File: src/rtl/jtag_tap_pkg.sv
// Shared definitions for the JTAG TAP controller: TAP state encoding,
// instruction register width, opcodes and the DR-select decode.
package jtag_tap_pkg;

  localparam int IR_WIDTH = 4;
  localparam int ID_WIDTH = 32;

  typedef logic [IR_WIDTH-1:0] ir_t;

  // Public instruction opcodes; every unlisted code behaves as BYPASS.
  localparam ir_t OP_EXTEST         = 4'b0000;
  localparam ir_t OP_SAMPLE_PRELOAD = 4'b0001;
  localparam ir_t OP_IDCODE         = 4'b0010;
  localparam ir_t OP_BYPASS         = 4'b1111;

  // Fixed pattern captured into the IR shift stage; its two LSBs are the
  // mandatory 01 that lets a tester find IR boundaries in a chain.
  localparam ir_t IR_CAPTURE = 4'b0101;

  // Classic 1149.1 encoding: bit 3 separates the IR column from the DR
  // column for most states, which keeps the decode easy to read in waves.
  typedef enum logic [3:0] {
    TAP_EX2_DR = 4'h0,
    TAP_EX1_DR = 4'h1,
    TAP_SH_DR  = 4'h2,
    TAP_PAU_DR = 4'h3,
    TAP_SEL_IR = 4'h4,
    TAP_UPD_DR = 4'h5,
    TAP_CAP_DR = 4'h6,
    TAP_SEL_DR = 4'h7,
    TAP_EX2_IR = 4'h8,
    TAP_EX1_IR = 4'h9,
    TAP_SH_IR  = 4'hA,
    TAP_PAU_IR = 4'hB,
    TAP_RTI    = 4'hC,
    TAP_UPD_IR = 4'hD,
    TAP_CAP_IR = 4'hE,
    TAP_TLR    = 4'hF
  } tap_state_e;

  // Which data register sits between TDI and TDO for the current IR.
  typedef enum logic [1:0] {
    DR_BYPASS,
    DR_IDCODE,
    DR_BSCAN
  } dr_sel_e;

  function automatic dr_sel_e decode_dr(input ir_t ir);
    dr_sel_e sel;
    case (ir)
      OP_EXTEST,
      OP_SAMPLE_PRELOAD: sel = DR_BSCAN;
      OP_IDCODE:         sel = DR_IDCODE;
      default:           sel = DR_BYPASS;
    endcase
    return sel;
  endfunction

endpackage : jtag_tap_pkg

File: src/rtl/jtag_tap_fsm.sv
// 16-state IEEE 1149.1 TAP state machine. Advances on every TCK rise
// according to TMS; five consecutive TMS=1 rises reach Test-Logic-Reset
// from any state, and TRST_N forces it asynchronously.
module jtag_tap_fsm
  import jtag_tap_pkg::*;
(
  input  logic       clk_i,
  input  logic       rst_ni,
  input  logic       tms_i,
  output tap_state_e state_o
);

  tap_state_e state_q;
  tap_state_e state_d;

  // State register, reset to Test-Logic-Reset.
  // NOTE: clocked state uses non-blocking (<=) so every flop samples the
  // pre-edge value of its inputs regardless of process evaluation order.
  always_ff @(posedge clk_i or negedge rst_ni) begin
    if (!rst_ni) begin
      state_q <= TAP_TLR;
    end else begin
      state_q <= state_d;
    end
  end

  // Next-state selection from the current state and TMS.
  // NOTE: state_d gets a default before the case so that no path through
  // this block leaves it unassigned, which would otherwise infer a latch.
  always_comb begin
    state_d = state_q;
    case (state_q)
      TAP_TLR:    state_d = tms_i ? TAP_TLR    : TAP_RTI;
      TAP_RTI:    state_d = tms_i ? TAP_SEL_DR : TAP_RTI;
      TAP_SEL_DR: state_d = tms_i ? TAP_SEL_IR : TAP_CAP_DR;
      TAP_CAP_DR: state_d = tms_i ? TAP_EX1_DR : TAP_SH_DR;
      TAP_SH_DR:  state_d = tms_i ? TAP_EX1_DR : TAP_SH_DR;
      TAP_EX1_DR: state_d = tms_i ? TAP_UPD_DR : TAP_PAU_DR;
      TAP_PAU_DR: state_d = tms_i ? TAP_EX2_DR : TAP_PAU_DR;
      TAP_EX2_DR: state_d = tms_i ? TAP_UPD_DR : TAP_SH_DR;
      TAP_UPD_DR: state_d = tms_i ? TAP_SEL_DR : TAP_RTI;
      TAP_SEL_IR: state_d = tms_i ? TAP_TLR    : TAP_CAP_IR;
      TAP_CAP_IR: state_d = tms_i ? TAP_EX1_IR : TAP_SH_IR;
      TAP_SH_IR:  state_d = tms_i ? TAP_EX1_IR : TAP_SH_IR;
      TAP_EX1_IR: state_d = tms_i ? TAP_UPD_IR : TAP_PAU_IR;
      TAP_PAU_IR: state_d = tms_i ? TAP_EX2_IR : TAP_PAU_IR;
      TAP_EX2_IR: state_d = tms_i ? TAP_UPD_IR : TAP_SH_IR;
      TAP_UPD_IR: state_d = tms_i ? TAP_SEL_DR : TAP_RTI;
      default:    state_d = TAP_TLR;
    endcase
  end

  assign state_o = state_q;

endmodule : jtag_tap_fsm

File: src/rtl/jtag_tap_ctrl.sv
// JTAG TAP controller: TAP FSM, 4-bit instruction register, IDCODE and
// BYPASS data registers, and boundary-scan chain control. Registers
// update on TCK rise; TDO and its enable are retimed to TCK fall so the
// tester sees stable data at the next rise.
module jtag_tap_ctrl
  import jtag_tap_pkg::*;
#(
  parameter logic [ID_WIDTH-1:0] IDCODE_VALUE = 32'h1234_5677
) (
  input  logic clk_i,
  input  logic rst_ni,
  input  logic tms_i,
  input  logic tdi_i,
  output logic tdo_o,
  output logic tdo_oe_o,
  output logic shift_dr_o,
  output logic capture_dr_o,
  output logic update_dr_o,
  output logic bs_enable_o,
  output logic bs_mode_o,
  output logic bs_si_o,
  input  logic bs_so_i
);

  // An IDCODE with bit 0 clear would be mistaken for a BYPASS register.
  if (IDCODE_VALUE[0] != 1'b1) begin : g_idcode_lsb_check
    $error("IDCODE_VALUE bit 0 must be 1");
  end

  tap_state_e state;

  ir_t                 ir_q,    ir_d;
  ir_t                 ir_sr_q, ir_sr_d;
  logic [ID_WIDTH-1:0] id_sr_q, id_sr_d;
  logic                byp_q,   byp_d;
  logic                tdo_q,   tdo_d;
  logic                tdo_oe_q, tdo_oe_d;

  ir_t     ir_cur;
  dr_sel_e dr_sel;

  jtag_tap_fsm u_fsm (
    .clk_i   (clk_i),
    .rst_ni  (rst_ni),
    .tms_i   (tms_i),
    .state_o (state)
  );

  // IDCODE is forced the moment the FSM lands in Test-Logic-Reset, without
  // waiting for the IR flop to reload on the following rise.
  assign ir_cur = (state == TAP_TLR) ? OP_IDCODE : ir_q;
  assign dr_sel = decode_dr(ir_cur);

  // Chain strobes follow the current state only; the IR does not gate them.
  assign shift_dr_o   = (state == TAP_SH_DR);
  assign capture_dr_o = (state == TAP_CAP_DR);
  assign update_dr_o  = (state == TAP_UPD_DR);
  assign bs_enable_o  = (dr_sel == DR_BSCAN);
  assign bs_mode_o    = (ir_cur == OP_EXTEST);
  assign bs_si_o      = tdi_i;

  // Capture/shift/update of IR and data registers; Pause and Exit states
  // fall through to the defaults and hold every register.
  always_comb begin
    ir_d    = ir_q;
    ir_sr_d = ir_sr_q;
    id_sr_d = id_sr_q;
    byp_d   = byp_q;
    case (state)
      TAP_TLR:    ir_d    = OP_IDCODE;
      TAP_CAP_IR: ir_sr_d = IR_CAPTURE;
      TAP_SH_IR:  ir_sr_d = {tdi_i, ir_sr_q[IR_WIDTH-1:1]};
      TAP_UPD_IR: ir_d    = ir_sr_q;
      TAP_CAP_DR: begin
        byp_d = 1'b0;
        if (dr_sel == DR_IDCODE) begin
          id_sr_d = IDCODE_VALUE;
        end
      end
      TAP_SH_DR: begin
        byp_d   = tdi_i;
        id_sr_d = {tdi_i, id_sr_q[ID_WIDTH-1:1]};
      end
      default: ;
    endcase
  end

  // TCK-rise register bank.
  always_ff @(posedge clk_i or negedge rst_ni) begin
    if (!rst_ni) begin
      ir_q    <= OP_IDCODE;
      ir_sr_q <= '0;
      id_sr_q <= '0;
      byp_q   <= 1'b0;
    end else begin
      ir_q    <= ir_d;
      ir_sr_q <= ir_sr_d;
      id_sr_q <= id_sr_d;
      byp_q   <= byp_d;
    end
  end

  // TDO source mux; output parks low whenever the TAP is not shifting.
  always_comb begin
    tdo_d    = 1'b0;
    tdo_oe_d = 1'b0;
    case (state)
      TAP_SH_IR: begin
        tdo_d    = ir_sr_q[0];
        tdo_oe_d = 1'b1;
      end
      TAP_SH_DR: begin
        tdo_oe_d = 1'b1;
        case (dr_sel)
          DR_IDCODE: tdo_d = id_sr_q[0];
          DR_BSCAN:  tdo_d = bs_so_i;
          default:   tdo_d = byp_q;
        endcase
      end
      default: ;
    endcase
  end

  // TDO retimed on TCK fall, half a cycle ahead of the tester's sample.
  always_ff @(negedge clk_i or negedge rst_ni) begin
    if (!rst_ni) begin
      tdo_q    <= 1'b0;
      tdo_oe_q <= 1'b0;
    end else begin
      tdo_q    <= tdo_d;
      tdo_oe_q <= tdo_oe_d;
    end
  end

  assign tdo_o    = tdo_q;
  assign tdo_oe_o = tdo_oe_q;

endmodule : jtag_tap_ctrl

File: config.mk
export PLATFORM = sky130hd
export DESIGN_NAME = jtag_tap_ctrl
export DESIGN_NICKNAME = d
export VERILOG_FILES = /design/src/rtl/jtag_tap_pkg.sv /design/src/rtl/jtag_tap_fsm.sv /design/src/rtl/jtag_tap_ctrl.sv
export SDC_FILE = /design/constraint.sdc
export NUM_CORES = 1
export LEC_CHECK = 0
export ABC_CLOCK_PERIOD_IN_PS = 2200
export CORE_UTILIZATION = 50
export CTS_CLUSTER_SIZE = 40
export DETAILED_ROUTE_END_ITERATION = 16
export MAX_ROUTING_LAYER = met4
export PLACE_DENSITY = 0.81
export SLEW_MARGIN = 20
export SYNTH_ARGS = -nofsm -noshare
export SYNTH_HDL_FRONTEND = slang
export SYNTH_SLANG_ARGS = --single-unit
File: constraint.sdc
create_clock -name clk_i -period 2.2 [get_ports clk_i]
set_clock_uncertainty 0.15 [all_clocks]
set_input_delay 0.22 -clock clk_i [delete_from_list [all_inputs] [get_ports clk_i]]
set_output_delay 0.22 -clock clk_i [all_outputs]
set_load 0.005 [all_outputs]
# After elaboration in Yosys (flattened, before gate mapping)
# Index checks and enable logic that the tools add are counted.
# op_classes
addsub,0
multipliers,0
div,0
order_cmp,0
n_eq_ne,20
shift,0
muxes,23
bitwise,0
reduce_logical,11
# ops
op,count
32-bit one-hot mux with 2 select lines,1
4-bit one-hot mux with 12 select lines,1
4-bit equality test (second input constant),8
32-bit 2-to-1 mux,1
4-bit by 3-bit equality test with 1-bit output (second input constant),4
4-bit one-hot mux with 2 select lines,2
4-bit by 2-bit equality test with 1-bit output (second input constant),3
2-bit 2-to-1 mux,6
3-bit 2-to-1 mux,4
4-bit by 1-bit equality test with 1-bit output (second input constant),2
4-bit zero test,2
4-bit 2-to-1 mux,2
2-bit OR reduction,4
1-bit one-hot mux with 2 select lines,3
2-bit nonzero test,3
2-bit one-hot mux with 2 select lines,1
3-bit OR reduction,1
2-bit by 1-bit equality test with 1-bit output (second input constant),1
2-bit equality test (second input constant),1
1-bit 2-to-1 mux,2
2-bit by 1-bit != test with 1-bit output (second input constant),1
2-bit AND reduction,1
# totals
regBits,47
latchBits,0
mem_bits_rw,0
rom_bits,0
in_bits,5
out_inout_bits,8
mem_count,0

# Logic depth before layout (Yosys ltp)
# logic_depth
word_depth,8
ltp_mapped,8

# By module
# Synthesis repeated with hierarchy kept, for this count alone.
# unflattened
hier_cells,158
area_unflattened_um2,1984.4
# by_module_without_submodules
module,n_inst,cells_each,area_each_um2
jtag_tap_ctrl,1,139,1786.7
jtag_tap_fsm,1,19,197.7

==> metrics.md <==
| Metric | Value |
|---|---|
| Die width | 64.5 um |
| CTS sink cnt | 47 |
| DRC viols | 0 |
| DPL Wire Length | 2480 um |
| Yosys top cell area share | 51.3% |
| Yosys warnings | 0 |
| Syn Std Cell Area | 0.00195 mm2 |
| Synthesized area per cell | 12.3 um2 |
| CP max stage delay | 0.38 ns |
| Most common cell in the netlist | dfrtp_1 |
| CP endpoint kind | flip-flop |
| Initial Util | 52.9% |
| Failing checks | negative setup slack |
| Worst-path clk slew | 0.08 ns |
| Seq cells post-synth | 47 |
| I/O Buffers | 12 |
| Crit Path Category | flip-flop to flip-flop |
| Top_reg_cell synth | dfrtp_1 |
| Final std cells w/o fill | 237 |
| Status | complete, but fails checks |
| Rel. slew slack | 68.2% |
| Ratio of cells with drive above 1 in the final layout | 26.5% |
| Worst skew pair latency | 0.29 ns |
| Number of global-route vias before repair | 1411 |
| Core area | 0.00369 mm2 |
| # placed instances | 223 |
| WP data arrival | 1.98 ns |
| Worst hold path type | input port to async pin |
| First-pass GRT wire length | 6670 um |
| Crit path buffers/inverters | 0 |
| Overflow after GRT | 0 |
| Net Count, Synth | 166 |
| Main area contributors after synthesis | dfrtp_1, a22o_1, dfstp_2, o22a_1, nand2_1 |
| Routed length per instance | 16.9 um |
| Routed vias | 1405 |
| Post-Route M1 WL | 1820 um |
| Synth unique cells | 38 |
| CP top delay family | simple AND/OR/NAND/NOR gates |
| Root Buffer | clkbuf_8 |
| Antenna violations before repair | 0 |
| Post-synth EDFFs | 0 |
| Htree depth | 2 |
| Setup violators final | 3 |
| Vias per inst | 5.93 |
| Max-slew violations | 0 |
| Leakage power | 1.12 nW |
| WL met2 | 1940 um |
| Nets | 196 |
| Mapped Cells | 159 |
| GRT Overall Usage | 21.8% |
| Worst Tran Pin Value | 0.477 ns |
| PwrDens | 1510 mW/mm2 |
| Die H | 64.5 um |
| Final core occ | 64.0% |
| Met3 WL | 181 um |
| Top Layer Used | met4 |
| Highest-delay cell along the critical path | dfstp_2 |
| Largest net degree at the start of global routing | 40 |
| Row cnt | 22 |
| Post-synthesis async set-or-reset flop share | 100% |
| ANT cells | 0 |
| Final setup margin | -0.877 ns |
| RSZ-0062 raised after global routing | true |
| DP Worst Slack | -0.893 ns |
| Final Hold Viols | 0 |
| Die area | 0.00416 mm2 |
| GP Congestion | 0.883 |
| Peak supply drop | 0.621 mV |
| DRT antenna net count | 0 |
| Worst Path Required | 1.10 ns |
| Clock buffer count from CTS | 5 |
| # fillers | 276 |
| Synth top cells by count | dfrtp_1, nand2_1, a22o_1 |
| Longest Clk Path Bufs | 2 |
| Critical path peak fanout | 3 |
| DRT Wirelength | 4010 um |
| Cell chain of the critical path | and3_4, a21o_1, or3_4, ha_4, a211oi_2, nand2_1, and3_1 |
| Startpoint types | flip-flop |
| Maxcap violations | 0 |
| First-pass DRT Iterations | 4 |
| IO Count | 13 |
| Layout area overhead | 21.1% |
| CTS tree | built |
| Top cell type by total area after synthesis | dfrtp_1 |
| DRT iter0 DRCs | 95 |
| Share of the yosys chip area belonging to registers | 60.6% |
## worst reg2reg max path, stage by stage (launching register included)
cell and delay, ns:
dfstp_2 0.38, and3_4 0.19, a21o_1 0.20, or3_4 0.35
ha_4 0.17, a211oi_2 0.16, nand2_1 0.07, and3_1 0.17
## power by group
group	internal (W)	switching [W]
logic	0.000785	0.000712
clock network	0.000253	0.000272
registers	0.00129	0.000266
## routing by layer
metal	GRT usage [%]	up-vias
li1	-	634
met1	27.3	719
met2	35.1	45
met3	4.23	7
met4	8.89	0
met5	-	-
## state kept, by name (all words and copies together) (netlist names)
signal,flops
id_sr_q,32
ir_q,4
ir_sr_q,4
u_fsm.state_o,4
byp_q,1
tdo_o,1
tdo_oe_o,1
## timing repair
action	4_1_cts	5_1_grt
gates resized for setup	20	9
hold endpoints to repair	6	0
buffers inserted	5	3
setup endpoints to repair	8	8
hold buffers	1	0
pin swaps	7	7
## stage by stage
stage,setup TNS (ns),hold WS [ns],area [um2],power [W]
2_1_floorplan,-0.949,-0.226,1970,0.00243
3_3_place_gp,-1.14,-0.0827,2190,0.00280
3_5_place_dp,-1.26,-0.0721,2190,0.00291
4_1_cts,-1.26,0.145,2350,0.00352
5_1_grt,-1.24,0.157,2360,0.00381
6_report,-0.977,0.145,2360,0.00358
## worst paths after layout
path                                   from  cells past startpoint  slack (ns)          to
min                                  rst_ni                      2        0.14     ir_q[0]
min reg2reg                      id_sr_q[6]                      1        0.34  id_sr_q[6]
max in group asynchronous            rst_ni                      2        0.57    tdo_oe_o
min in group clk_i               id_sr_q[6]                      1        0.34  id_sr_q[6]
max reg2reg                u_fsm.state_o[3]                      7       -0.88       tdo_o
max                        u_fsm.state_o[3]                      7       -0.88       tdo_o
## cell usage in the layout (no fill, tap or decap), types with 2 or more instances in the layout
cell type / synthesis / layout
a22o_1: 18 / 18
buf_2: 2 / 4
buf_4: 2 / 14
buf_6: 4 / 5
clkbuf_8: 0 / 6
clkdlybuf4s50_1: 0 / 4
dfrtn_1: 2 / 2
dfrtp_1: 40 / 40
dfstp_2: 5 / 5
dlygate4sd2_1: 0 / 3
nand2_1: 21 / 21
nand3_1: 2 / 2
nand3b_1: 5 / 5
nor2_1: 5 / 4
nor3_1: 3 / 2
o21ai_1: 7 / 8
o22a_1: 15 / 15
## cell families (layout without fill, tap and decap cells)
kind of cell,after synthesis,in the layout,synth area share [%]
DFF,47,47,60.6
buffers and inverters,13,43,4.68
AOI/OAI and AO/OA,50,50,20.5
and+or+nand+nor,47,47,12.9
adders and majority gates,2,2,1.28
## cell type report
| cell class | count | area [um2] | share of cell area [%] |
|---|---|---|---|
| Clock buffer | 6 | 82.6 | 3.50 |
| Clock inverter | 1 | 8.76 | 0.371 |
| Inverter | 3 | 13.8 | 0.583 |
| Multi-Input combinational cell | 99 | 724 | 30.7 |
| Sequential cell | 47 | 1180 | 50.1 |
| Tap cell | 48 | 60.1 | 2.54 |
| Timing Repair Buffer | 33 | 290 | 12.3 |
Note: power is estimated with default switching activity, not from simulation.
